--- src/rtl/pipe_hazard_ctrl.sv ---
// rtl/pipe_hazard_ctrl.sv - load-use / branch / halt hazard control for a 5-stage pipeline
//
// Purpose: decides per cycle whether the front end stalls, which pipeline
// registers are flushed, and sequences the HALT drain down to a stopped state.
//
// Ports:
//   clk          in   clock, rising edge
//   rst          in   asynchronous active-low reset
//   id_rs1/rs2   in   ID-stage source register addresses (REG_AW)
//   id_use_rs1/2 in   ID instruction actually reads that source
//   id_halt      in   HALT decoded in ID
//   ex_rd        in   EX-stage destination register (REG_AW)
//   ex_mem_read  in   EX instruction is a load
//   ex_br_taken  in   branch/jump resolved taken in EX
//   stop_pc      out  hold PC
//   ifid_hold    out  IF/ID keeps its contents
//   ifid_flush   out  IF/ID loaded with NOP
//   idex_flush   out  ID/EX loaded with NOP
//   halted       out  pipeline drained and stopped
//   stall_cnt    out  16-bit stall-cycle counter
//
// Configuration: define PIPE_HAZARD_STALL_CNT_EN to build the stall counter;
// otherwise stall_cnt is constant 0 and no counter flops exist.

module pipe_hazard_ctrl #(
   parameter int REG_AW    = 4,
   parameter int DRAIN_CYC = 3
) (
   input  logic              clk,
   input  logic              rst,
   input  logic [REG_AW-1:0] id_rs1,
   input  logic [REG_AW-1:0] id_rs2,
   input  logic              id_use_rs1,
   input  logic              id_use_rs2,
   input  logic              id_halt,
   input  logic [REG_AW-1:0] ex_rd,
   input  logic              ex_mem_read,
   input  logic              ex_br_taken,
   output logic              stop_pc,
   output logic              ifid_hold,
   output logic              ifid_flush,
   output logic              idex_flush,
   output logic              halted,
   output logic [15:0]       stall_cnt
);

   typedef enum logic [1:0] {
      RUN        = 2'd0,
      HALT_DRAIN = 2'd1,
      HALTED     = 2'd2
   } state_t;

   // Wide enough to hold DRAIN_CYC-1.
   localparam int CW = (DRAIN_CYC > 1) ? $clog2(DRAIN_CYC) : 1;

   state_t        state;
   logic [CW-1:0] drain_cnt;
   logic          load_use;
   logic          halt_go;

   // x0 is hard-wired zero, so a load into it never creates a dependency.
   assign load_use = ex_mem_read && (ex_rd != '0) &&
                     ((id_use_rs1 && (id_rs1 == ex_rd)) ||
                      (id_use_rs2 && (id_rs2 == ex_rd)));

   // HALT is accepted only in a clean cycle; when it coincides with a load-use
   // the bubble is inserted first and HALT is seen again next cycle.
   assign halt_go = (state == RUN) && id_halt && !ex_br_taken && !load_use;

   always_ff @(posedge clk or negedge rst) begin
      if (!rst) begin
         state     <= RUN;
         drain_cnt <= '0;
      end else begin
         case (state)
            RUN: begin
               if (halt_go) begin
                  state     <= HALT_DRAIN;
                  drain_cnt <= CW'(DRAIN_CYC - 1);
               end
            end
            HALT_DRAIN: begin
               // DRAIN_CYC drain cycles in total: counts DRAIN_CYC-1 down to 0.
               if (drain_cnt == '0) begin
                  state <= HALTED;
               end else begin
                  drain_cnt <= drain_cnt - 1'b1;
               end
            end
            HALTED: begin
               state <= HALTED;
            end
            default: begin
               state     <= RUN;
               drain_cnt <= '0;
            end
         endcase
      end
   end

   // Control outputs are combinational so the stall/flush lands in the same
   // cycle the hazard is visible. Reset forces every control low.
   always_comb begin
      stop_pc    = 1'b0;
      ifid_hold  = 1'b0;
      ifid_flush = 1'b0;
      idex_flush = 1'b0;
      halted     = 1'b0;
      if (rst) begin
         case (state)
            RUN: begin
               if (ex_br_taken) begin
                  ifid_flush = 1'b1;
                  idex_flush = 1'b1;
               end else if (load_use) begin
                  stop_pc    = 1'b1;
                  ifid_hold  = 1'b1;
                  idex_flush = 1'b1;
               end else if (id_halt) begin
                  stop_pc    = 1'b1;
                  ifid_hold  = 1'b1;
               end
            end
            HALT_DRAIN: begin
               stop_pc    = 1'b1;
               ifid_hold  = 1'b1;
               idex_flush = 1'b1;
            end
            HALTED: begin
               stop_pc    = 1'b1;
               ifid_hold  = 1'b1;
               idex_flush = 1'b1;
               halted     = 1'b1;
            end
            default: begin
               stop_pc = 1'b0;
            end
         endcase
      end
   end

`ifdef PIPE_HAZARD_STALL_CNT_EN
   logic [15:0] stall_q;

   // Counts every PC-hold cycle up to and including the drain; frozen once halted.
   always_ff @(posedge clk or negedge rst) begin
      if (!rst) begin
         stall_q <= 16'd0;
      end else if (stop_pc && (state != HALTED) && (stall_q != 16'hFFFF)) begin
         stall_q <= stall_q + 16'd1;
      end
   end

   assign stall_cnt = stall_q;
`else
   assign stall_cnt = 16'd0;
`endif

endmodule

--- config.mk ---
export PLATFORM = sky130hd
export DESIGN_NAME = pipe_hazard_ctrl
export DESIGN_NICKNAME = d
export VERILOG_FILES = /design/src/rtl/pipe_hazard_ctrl.sv
export SDC_FILE = /design/constraint.sdc
export NUM_CORES = 1
export LEC_CHECK = 0
export ABC_AREA = 1
export BUFFER_PORTS_ARGS = -buffer_cell sky130_fd_sc_hd__clkbuf_2
export CAP_MARGIN = 20
export CORE_UTILIZATION = 35
export DETAILED_ROUTE_END_ITERATION = 6
export GPL_TIMING_DRIVEN = 0
export PLACE_DENSITY = 0.69
export SLEW_MARGIN = 20
export SYNTH_ARGS = -nofsm -noshare
export SYNTH_HDL_FRONTEND = slang
export SYNTH_SLANG_ARGS = --single-unit
--- constraint.sdc ---
create_clock -name clk -period 2.8 [get_ports clk]
set_input_delay 0.28 -clock clk [delete_from_list [all_inputs] [get_ports clk]]
set_output_delay 0.28 -clock clk [all_outputs]
set_load 0.01 [all_outputs]
==> impl_metrics.py, run 1 <==
metrics = {
    "setup_path": {
        "worstReg2RegStart": "state[0]",
        "crit_path_cell_trace": "dlygate4sd3_1, clkbuf_2, inv_1, or2_2, a21oi_1, buf_4, clkbuf_2",
        "cpMostUsedCell": "clkbuf_2",
        "worstPathRequired_ns": 2.52,
        "r2r_slack_ns": 1.29,
        "crit_fanout": 6,
        "slowest_delay_ns": 0.52,
        "slowest_stage": "dlygate4sd3_1",
        "end_kind": "output port",
        "r2r-end": "drain_cnt[1]",
        "crit_family": "buffers and inverters",
        "reg2reg_depth": 9,
        "start_kind": "input port",
        "cp.arrival_ns": 1.74,
        "path_class": "in -> out",
        "critPathBufInv": 5,
    },
    "power": {
        "seqPwrFrac_pct": 19.4,
        "internal_power_w": 0.000296,
        "p_comb_share_pct": 67.9,
        "swShare_pct": 47.1,
        "netSwitchingPower_w": 0.000264,
        "peakVddDrop_uv": 446,
        "p_per_area_nw_per_um2": 614,
        "p_leak_nw": 0.594,
        "pwr-share-clk_pct": 12.7,
    },
    "grt": {
        "antenna_found_initial": 0,
        "grt_max_degree": 7,
        "overflow": 0,
        "grt_pass1_wl_um": 2090,
        "grtUsageTotal_pct": 13.6,
        "grt_pass1_vias": 575,
    },
    "yosys": {
        "synth_area_um2": 676,
        "synth.ff_latch_count": 4,
        "ys_warn_count": 0,
        "netlist_instances": 108,
        "synth.avg_cell_area_um2": 6.26,
        "seq_area_frac_synth_pct": 14.8,
        "yosysUniqueCellTypes": 22,
    },
    "finish": {
        "insertedDiodeCount": 0,
        "final_net_count": 176,
        "area_growth_pct": 34.8,
        "design_area_um2": 911,
        "fill_cells": 196,
        "layout_commonest_cell": "nand2_1",
        "mostFrequentLayoutCells": "28 x nand2_1, 23 x clkbuf_2, 17 x buf_4",
        "drive_gt1_share_pct": 39.3,
    },
    "timing": {
        "rsz0062_at_grt": "no",
        "setup_viol": 0,
        "hold_viol": 0,
        "fin_tns_setup_ns": 0,
        "fmax_ghz": 0.495,
        "fin_skew_ns": 0.00598,
        "fin_ws_ns": 0.780,
        "drv_slew": 0,
        "period_share_pct": 72.2,
        "fin_crit_ns": 2.02,
    },
    "floorplan": {
        "rows": 15,
        "core_area_um2": 1760,
        "die_x_um": 45.9,
        "die_h_um": 45.9,
        "ioPinCount": 40,
        "die_area_um2": 2110,
        "start_util_pct": 38.3,
    },
    "job": {
        "cap_viol_max_count": 0,
    },
    "clocking": {
        "cts_sinks": 4,
        "clk_latency_ns": 0.24,
        "post_cts_buffers": 0,
        "tritoncts": "yes",
        "cts_root_buffer": "clkbuf_4",
        "htreeDepth": 1,
        "clk_path_buf_depth": 2,
        "numCtsBuffers": 3,
        "cts_resized": 0,
        "clk_pin_slew_ns": 0.04,
    },
    "drt": {
        "drtIter0Drc": 2,
        "firstDrtPassIters": 3,
        "detail-route-antenna-nets": 0,
        "drcViolationCount": 0,
        "routed_wl_um": 1280,
        "vias": 677,
        "via_per_inst": 3.87,
        "wl_per_cell_um": 7.30,
    },
    "placed_design": {
        "routabilityCongestion": 0.842,
        "dpl.hpwl_um": 1160,
        "dpl_cell_area_um2": 878,
        "port_buffers": 23,
        "place_ws_ns": 1.04,
    },
    "outcome": {
        "status": "complete, no violations",
    },
    "hold_path": {
        "hold_class": "in -> async",
    },
}
[Yosys cell counts (all sizes together)]
cell / n / share of area [%]
clkinv: 1 / 0.56
or2: 2 / 1.9
o21ai: 2 / 1.5
ha: 5 / 9.3
nor3: 3 / 3.0
buf: 17 / 19
inv: 17 / 9.4
bufinv: 1 / 2.6
nor2: 10 / 6.7
nand2: 34 / 22
nand3: 6 / 4.4
dfrtp: 4 / 15
a21oi: 3 / 2.2
conb: 1 / 0.56
a21boi: 1 / 1.1
xnor2: 1 / 1.3
[routing by layer]
layer / routed length, µm / vias to the layer above / global-route usage (%) / part of all wire, %
met5: 0 / - / 0 / 0
met4: 0 / 0 / 4.12 / 0
met3: 94 / 0 / 5.16 / 7.4
met2: 659 / 23 / 23.4 / 52
met1: 523 / 277 / 15.5 / 41
li1: - / 377 / - / -
[through the flow]
| step | util (%) | total power (W) | cells | hold slack (ns) |
|---|---|---|---|---|
| 2_1_floorplan | - | 0.000394 | 123 | -0.0156 |
| 3_3_place_gp | 49.8 | 0.000476 | 171 | 0.102 |
| 3_5_place_dp | 49.8 | 0.000493 | 171 | 0.103 |
| 4_1_cts | 51.6 | 0.000569 | 175 | 0.385 |
| 5_1_grt | 51.6 | 0.000626 | 175 | 0.418 |
| 6_report | 51.6 | 0.000560 | 175 | 0.398 |
[what timing repair did]
action,in CTS,in global routing
setup endpoints to repair,0,0
hold endpoints to repair,4,0
hold buffers,1,0
[registers in the layout, summed over array words and instances (netlist names)]
signal and count:
drain_cnt 2, state 2
[logic make-up (layout without fill, tap and decap cells)]
| kind of cell | Yosys count | after routing | share of synthesized area (%) |
|---|---|---|---|
| simple gates | 55 | 55 | 37.8 |
| compound gates | 6 | 6 | 4.81 |
| xor+xnor | 1 | 1 | 1.30 |
| other cells | 1 | 16 | 0.555 |
| flops | 4 | 4 | 14.8 |
| fa+ha+maj | 5 | 5 | 9.26 |
| buf+inv | 36 | 63 | 31.5 |
[worst reg2reg max path, stage by stage, from the launching register on]
cell	delay [ns]
dfrtp_1	0.41
inv_1	0.09
ha_1	0.25
inv_1	0.12
nor3_2	0.18
nand2_2	0.08
nand2_4	0.09
nand2_2	0.06
nand2_1	0.06
nand2_1	0.05
[power by group through the flow]
stage	Combinational [W]	Sequential [W]	Clock (W)
floorplan	0.000290	0.000104	0
CTS	0.000386	0.000109	0.0000738
detailed placement	0.000383	0.000110	0
finish	0.000380	0.000109	0.0000709
global placement	0.000368	0.000108	0
global route	0.000438	0.000111	0.0000768
[layout make-up]
class                   count  area, µm²  area share, %
flip-flops and latches      4        100           11.0
clock buffers               3       22.5           2.47
plain buffers              17        128           14.0
inverters                  19       85.1           9.34
multi-input cells          83        419           46.0
well taps                  25       31.3           3.43
repair buffers             24        125           13.7
[worst max-delay path by stage]
stage                     slack (ns)     start  cells after the start      end
after floorplan                 1.16  state[0]                      7  stop_pc
after global placement          1.10  state[0]                      8  stop_pc
after detailed placement        1.04  state[0]                      8  stop_pc
after CTS                       0.77       rst                      7  stop_pc
after global routing            0.68       rst                      7  stop_pc
final                           0.78       rst                      7  stop_pc
No activity file was read; power rests on OpenSTA's default activity.
==> run 2, diff against run 1 <==
- clock period: 2.8 -> 1.92 ns (I/O delays scaled with it)
==> impl_metrics.py, run 2 (synthesized netlist as in run 1, its figures left out) <==
metrics = {
    "power": {
        "pwr-share-clk_pct": 12.4,
        "p_comb_share_pct": 68.5,
        "seqPwrFrac_pct": 19.1,
        "swShare_pct": 47.0,
        "internal_power_w": 0.000441,
        "netSwitchingPower_w": 0.000390,
        "peakVddDrop_uv": 651,
        "p_per_area_nw_per_um2": 906,
        "p_leak_nw": 0.592,
    },
    "setup_path": {
        "slowest_delay_ns": 0.41,
        "end_kind": "output port",
        "worstReg2RegStart": "state[1]",
        "worstPathRequired_ns": 1.73,
        "slowest_stage": "dfrtp_1",
        "path_class": "reg -> out",
        "crit_family": "buffers and inverters",
        "cp.arrival_ns": 1.62,
        "cpMostUsedCell": "inv_1",
        "critPathBufInv": 4,
        "r2r_slack_ns": 0.45,
        "crit_start": "state[1]",
        "start_kind": "register",
        "crit_fanout": 4,
        "crit_path_cell_trace": "inv_1, ha_2, inv_1, nor2_1, nand2_1, a21oi_2, buf_4, clkbuf_2",
    },
    "drt": {
        "detail-route-antenna-nets": 0,
        "vias": 677,
        "routed_wl_um": 1280,
        "drcViolationCount": 0,
        "drtIter0Drc": 2,
        "wl_per_cell_um": 7.29,
        "firstDrtPassIters": 3,
        "via_per_inst": 3.87,
    },
    "finish": {
        "final_net_count": 176,
        "fill_cells": 195,
        "multiInputGateArea_um2": 425,
        "final_core_util_pct": 52.0,
        "reg.largest.list": "drain_cnt x2, state x2",
        "mostFrequentLayoutCells": "28 x nand2_1, 23 x clkbuf_2, 17 x buf_4",
        "final_cells": 175,
        "layout_commonest_cell": "nand2_1",
        "insertedDiodeCount": 0,
        "area_growth_pct": 35.7,
        "drive_gt1_share_pct": 40.7,
        "design_area_um2": 917,
        "seq_area_um2": 100,
    },
    "timing": {
        "drv_slew": 0,
        "fin_tns_setup_ns": 0,
        "setup_viol": 0,
        "fin_skew_ns": 0.00598,
        "rsz0062_at_grt": "no",
        "hold_viol": 0,
        "period_share_pct": 94.1,
        "holdWs_ns": 0.310,
        "fin_crit_ns": 1.81,
        "fmax_ghz": 0.553,
    },
    "clocking": {
        "numCtsBuffers": 3,
        "cts_root_buffer": "clkbuf_4",
        "clk_latency_ns": 0.24,
        "clk_path_buf_depth": 2,
        "tritoncts": "yes",
        "htreeDepth": 1,
        "cts_sinks": 4,
        "clk_pin_slew_ns": 0.04,
        "post_cts_buffers": 0,
    },
    "floorplan": {
        "rows": 15,
        "die_area_um2": 2110,
        "start_util_pct": 38.3,
        "ioPinCount": 40,
        "die_h_um": 45.9,
        "core_area_um2": 1760,
        "die_x_um": 45.9,
    },
    "placed_design": {
        "port_buffers": 23,
        "placed_cells": 171,
        "routabilityCongestion": 0.842,
        "dpl_cell_area_um2": 878,
        "dpl.hpwl_um": 1160,
    },
    "grt": {
        "grtUsageTotal_pct": 13.6,
        "grt_pass1_wl_um": 2090,
        "grt_max_degree": 7,
        "overflow": 0,
        "grt_pass1_vias": 575,
        "antenna_found_initial": 0,
    },
    "hold_path": {
        "hold_class": "in -> async",
    },
    "job": {
        "cap_viol_max_count": 0,
    },
    "outcome": {
        "status": "complete, no violations",
    },
}
run 2: cell counts in the layout (fill, tap and decap cells not counted):
No cell type changed its count.
run 2: path summary, 6_finish.rpt:
| check | to | depth (start not counted) |
|---|---|---|
| worst max-delay path | stop_pc | 8 |
| worst min-delay path | state[1] | 2 |
| worst max register to register | drain_cnt[1] | 9 |
| worst min register to register | drain_cnt[1] | 2 |
| max in group asynchronous | drain_cnt[1] | 2 |
| min in group clk | state[1] | 6 |
run 2: cell type report:
cell class              count  share of cell area (%)
multi-input cells          83                    46.4
repair buffers             24                    13.6
clock buffers               3                    2.46
plain buffers              17                    13.9
well taps                  25                    3.41
inverters                  19                    9.28
flip-flops and latches      4                    10.9
run 2: repair_timing:
action / 4_1_cts / 5_1_grt
hold endpoints to repair: 4 / 0
endpoints found under the setup margin: 1 / 1
hold buffers: 1 / 0
resized for setup: 1 / 1
cloned: 0 / 0
run 2: through the flow:
| step | setup slack [ns] | power [W] |
|---|---|---|
| 2_1_floorplan | 0.363 | 0.000574 |
| 3_3_place_gp | 0.309 | 0.000694 |
| 3_5_place_dp | 0.250 | 0.000718 |
| 4_1_cts | 0.0462 | 0.000836 |
| 5_1_grt | 0.000488 | 0.000929 |
| 6_report | 0.112 | 0.000831 |
run 2: power by group through the flow:
| stage | Combinational [W] | Clock [W] | Sequential, W |
|---|---|---|---|
| 3_3_place_gp | 0.000537 | 0 | 0.000158 |
| 6_report | 0.000569 | 0.000103 | 0.000159 |
| 2_1_floorplan | 0.000423 | 0 | 0.000151 |
| 5_1_grt | 0.000655 | 0.000112 | 0.000162 |
| 3_5_place_dp | 0.000558 | 0 | 0.000160 |
| 4_1_cts | 0.000570 | 0.000108 | 0.000159 |
run 2: worst reg2reg max path, cell delays in order (launching register included):
cell and delay, ns:
dfrtp_1 0.41, inv_1 0.10, ha_2 0.23, inv_1 0.10, nor3_2 0.18, nand2_2 0.08
nand2_4 0.09, nand2_2 0.06, nand2_1 0.06, nand2_1 0.05
run 2: per-layer routing:
metal  GRT usage [%]  share of wire [%]
met1            15.5                 41
met2            23.4                 52
met3            5.16                7.4
met4            4.12                  0
met5               0                  0
==> run 3, diff against run 2 <==
- BUFFER_PORTS_ARGS: -buffer_cell sky130_fd_sc_hd__clkbuf_2 -> -buffer_cell sky130_fd_sc_hd__buf_2
- CORE_UTILIZATION: 35 -> 42
- PLACE_DENSITY: 0.69 -> 0.8
- SKIP_CTS_REPAIR_TIMING: unset -> 1
==> impl_metrics.py, run 3 (synthesized netlist as in run 1, its figures left out) <==
metrics = {
    "grt": {
        "grt_pass1_wl_um": 1930,
        "grt_pass1_vias": 572,
        "grt_max_degree": 7,
        "grtUsageTotal_pct": 14.0,
        "overflow": 0,
        "antenna_found_initial": 0,
    },
    "clocking": {
        "clk_pin_slew_ns": 0.03,
        "cts_root_buffer": "clkbuf_4",
        "clk_path_buf_depth": 2,
        "tritoncts": "yes",
        "cts_sinks": 4,
        "numCtsBuffers": 3,
        "clk_latency_ns": 0.23,
        "htreeDepth": 1,
    },
    "drt": {
        "wl_per_cell_um": 7.32,
        "routed_wl_um": 1220,
        "drcViolationCount": 0,
        "firstDrtPassIters": 4,
        "vias": 667,
        "via_per_inst": 4.02,
        "detail-route-antenna-nets": 0,
        "drtIter0Drc": 6,
    },
    "finish": {
        "fill_cells": 138,
        "layout_commonest_cell": "nand2_1",
        "drive_gt1_share_pct": 40.7,
        "reg.largest.list": "drain_cnt x2, state x2",
        "insertedDiodeCount": 0,
        "final_core_util_pct": 60.1,
        "area_growth_pct": 34.1,
        "final_net_count": 176,
        "design_area_um2": 906,
        "mostFrequentLayoutCells": "28 x nand2_1, 23 x buf_2, 17 x buf_4",
        "final_cells": 166,
    },
    "placed_design": {
        "dpl.hpwl_um": 1100,
        "port_buffers": 23,
        "placed_cells": 162,
        "routabilityCongestion": 0.773,
        "dpl_cell_area_um2": 867,
    },
    "setup_path": {
        "cp.arrival_ns": 1.59,
        "end_kind": "output port",
        "path_class": "in -> out",
        "start_kind": "input port",
        "worstPathRequired_ns": 1.73,
        "crit_fanout": 6,
    },
    "job": {
        "cap_viol_max_count": 0,
    },
    "timing": {
        "fin_tns_setup_ns": 0,
        "drv_slew": 0,
        "fin_skew_ns": 0.000621,
        "hold_viol": 0,
        "setup_viol": 0,
        "holdWs_ns": 0.317,
        "fin_crit_ns": 1.79,
        "period_share_pct": 93.0,
        "fmax_ghz": 0.560,
        "rsz0062_at_grt": "no",
    },
    "floorplan": {
        "die_h_um": 42.1,
        "start_util_pct": 44.9,
        "rows": 14,
        "ioPinCount": 40,
        "core_area_um2": 1510,
        "die_x_um": 42.1,
        "die_area_um2": 1770,
    },
    "power": {
        "p_per_area_nw_per_um2": 908,
        "peakVddDrop_uv": 762,
        "p_leak_nw": 0.591,
    },
    "outcome": {
        "status": "complete, no violations",
    },
    "hold_path": {
        "hold_class": "in -> async",
    },
}
-- run 3: cell count changes in the layout (fill, tap and decap cells not counted) --
| cell | before | now |
|---|---|---|
| clkbuf_2 | 23 | 0 |
| buf_2 | 0 | 23 |
-- run 3: report_power, final --
group | internal [W] | switching, W
Combinational | 0.000244 | 0.000321
Sequential | 0.000126 | 0.0000305
Clock | 0.0000696 | 0.0000304
-- run 3: final timing paths --
kind | from | endpoint | slack [ns] | cells after the start
min in group clk | ex_br_taken | state[1] | 0.41 | 6
worst min-delay path | rst | drain_cnt[0] | 0.32 | 2
worst max register to register | state[1] | drain_cnt[1] | 0.47 | 9
max in group asynchronous | rst | state[1] | 1.46 | 2
worst max-delay path | rst | stop_pc | 0.13 | 7
worst min register to register | drain_cnt[1] | drain_cnt[1] | 0.49 | 2
-- run 3: final cells by class --
| class | count | area [µm²] | area share (%) |
|---|---|---|---|
| flip-flops and latches | 4 | 100 | 11.0 |
| multi-input cells | 83 | 425 | 47.0 |
| plain buffers | 17 | 128 | 14.1 |
| inverters | 19 | 85.1 | 9.39 |
| clock buffers | 3 | 22.5 | 2.49 |
| repair buffers | 24 | 125 | 13.8 |
| well taps | 16 | 20.0 | 2.21 |
-- run 3: critical path, stage by stage --
cell	delay (ns)
dlygate4sd3_1	0.52
buf_2	0.18
inv_1	0.07
or2_2	0.29
a21oi_2	0.12
buf_4	0.11
buf_2	0.12
-- run 3: routing by layer --
layer  vias to the layer above  share of wire, %  GRT usage, %
met3                         0               6.4         0.862
met5                         -                 0             0
met1                       273                36          12.8
met4                         0                 0          7.50
li1                        375                 -             -
met2                        19                58          29.4
-- run 3: stage by stage --
| step | worst slack [ns] | power, W |
|---|---|---|
| 2_1_floorplan | 0.363 | 0.000574 |
| 4_1_cts | 0.0641 | 0.000822 |
| 3_5_place_dp | 0.320 | 0.000713 |
| 5_1_grt | 0.0448 | 0.000908 |
| 3_3_place_gp | 0.336 | 0.000688 |
| 6_report | 0.134 | 0.000822 |
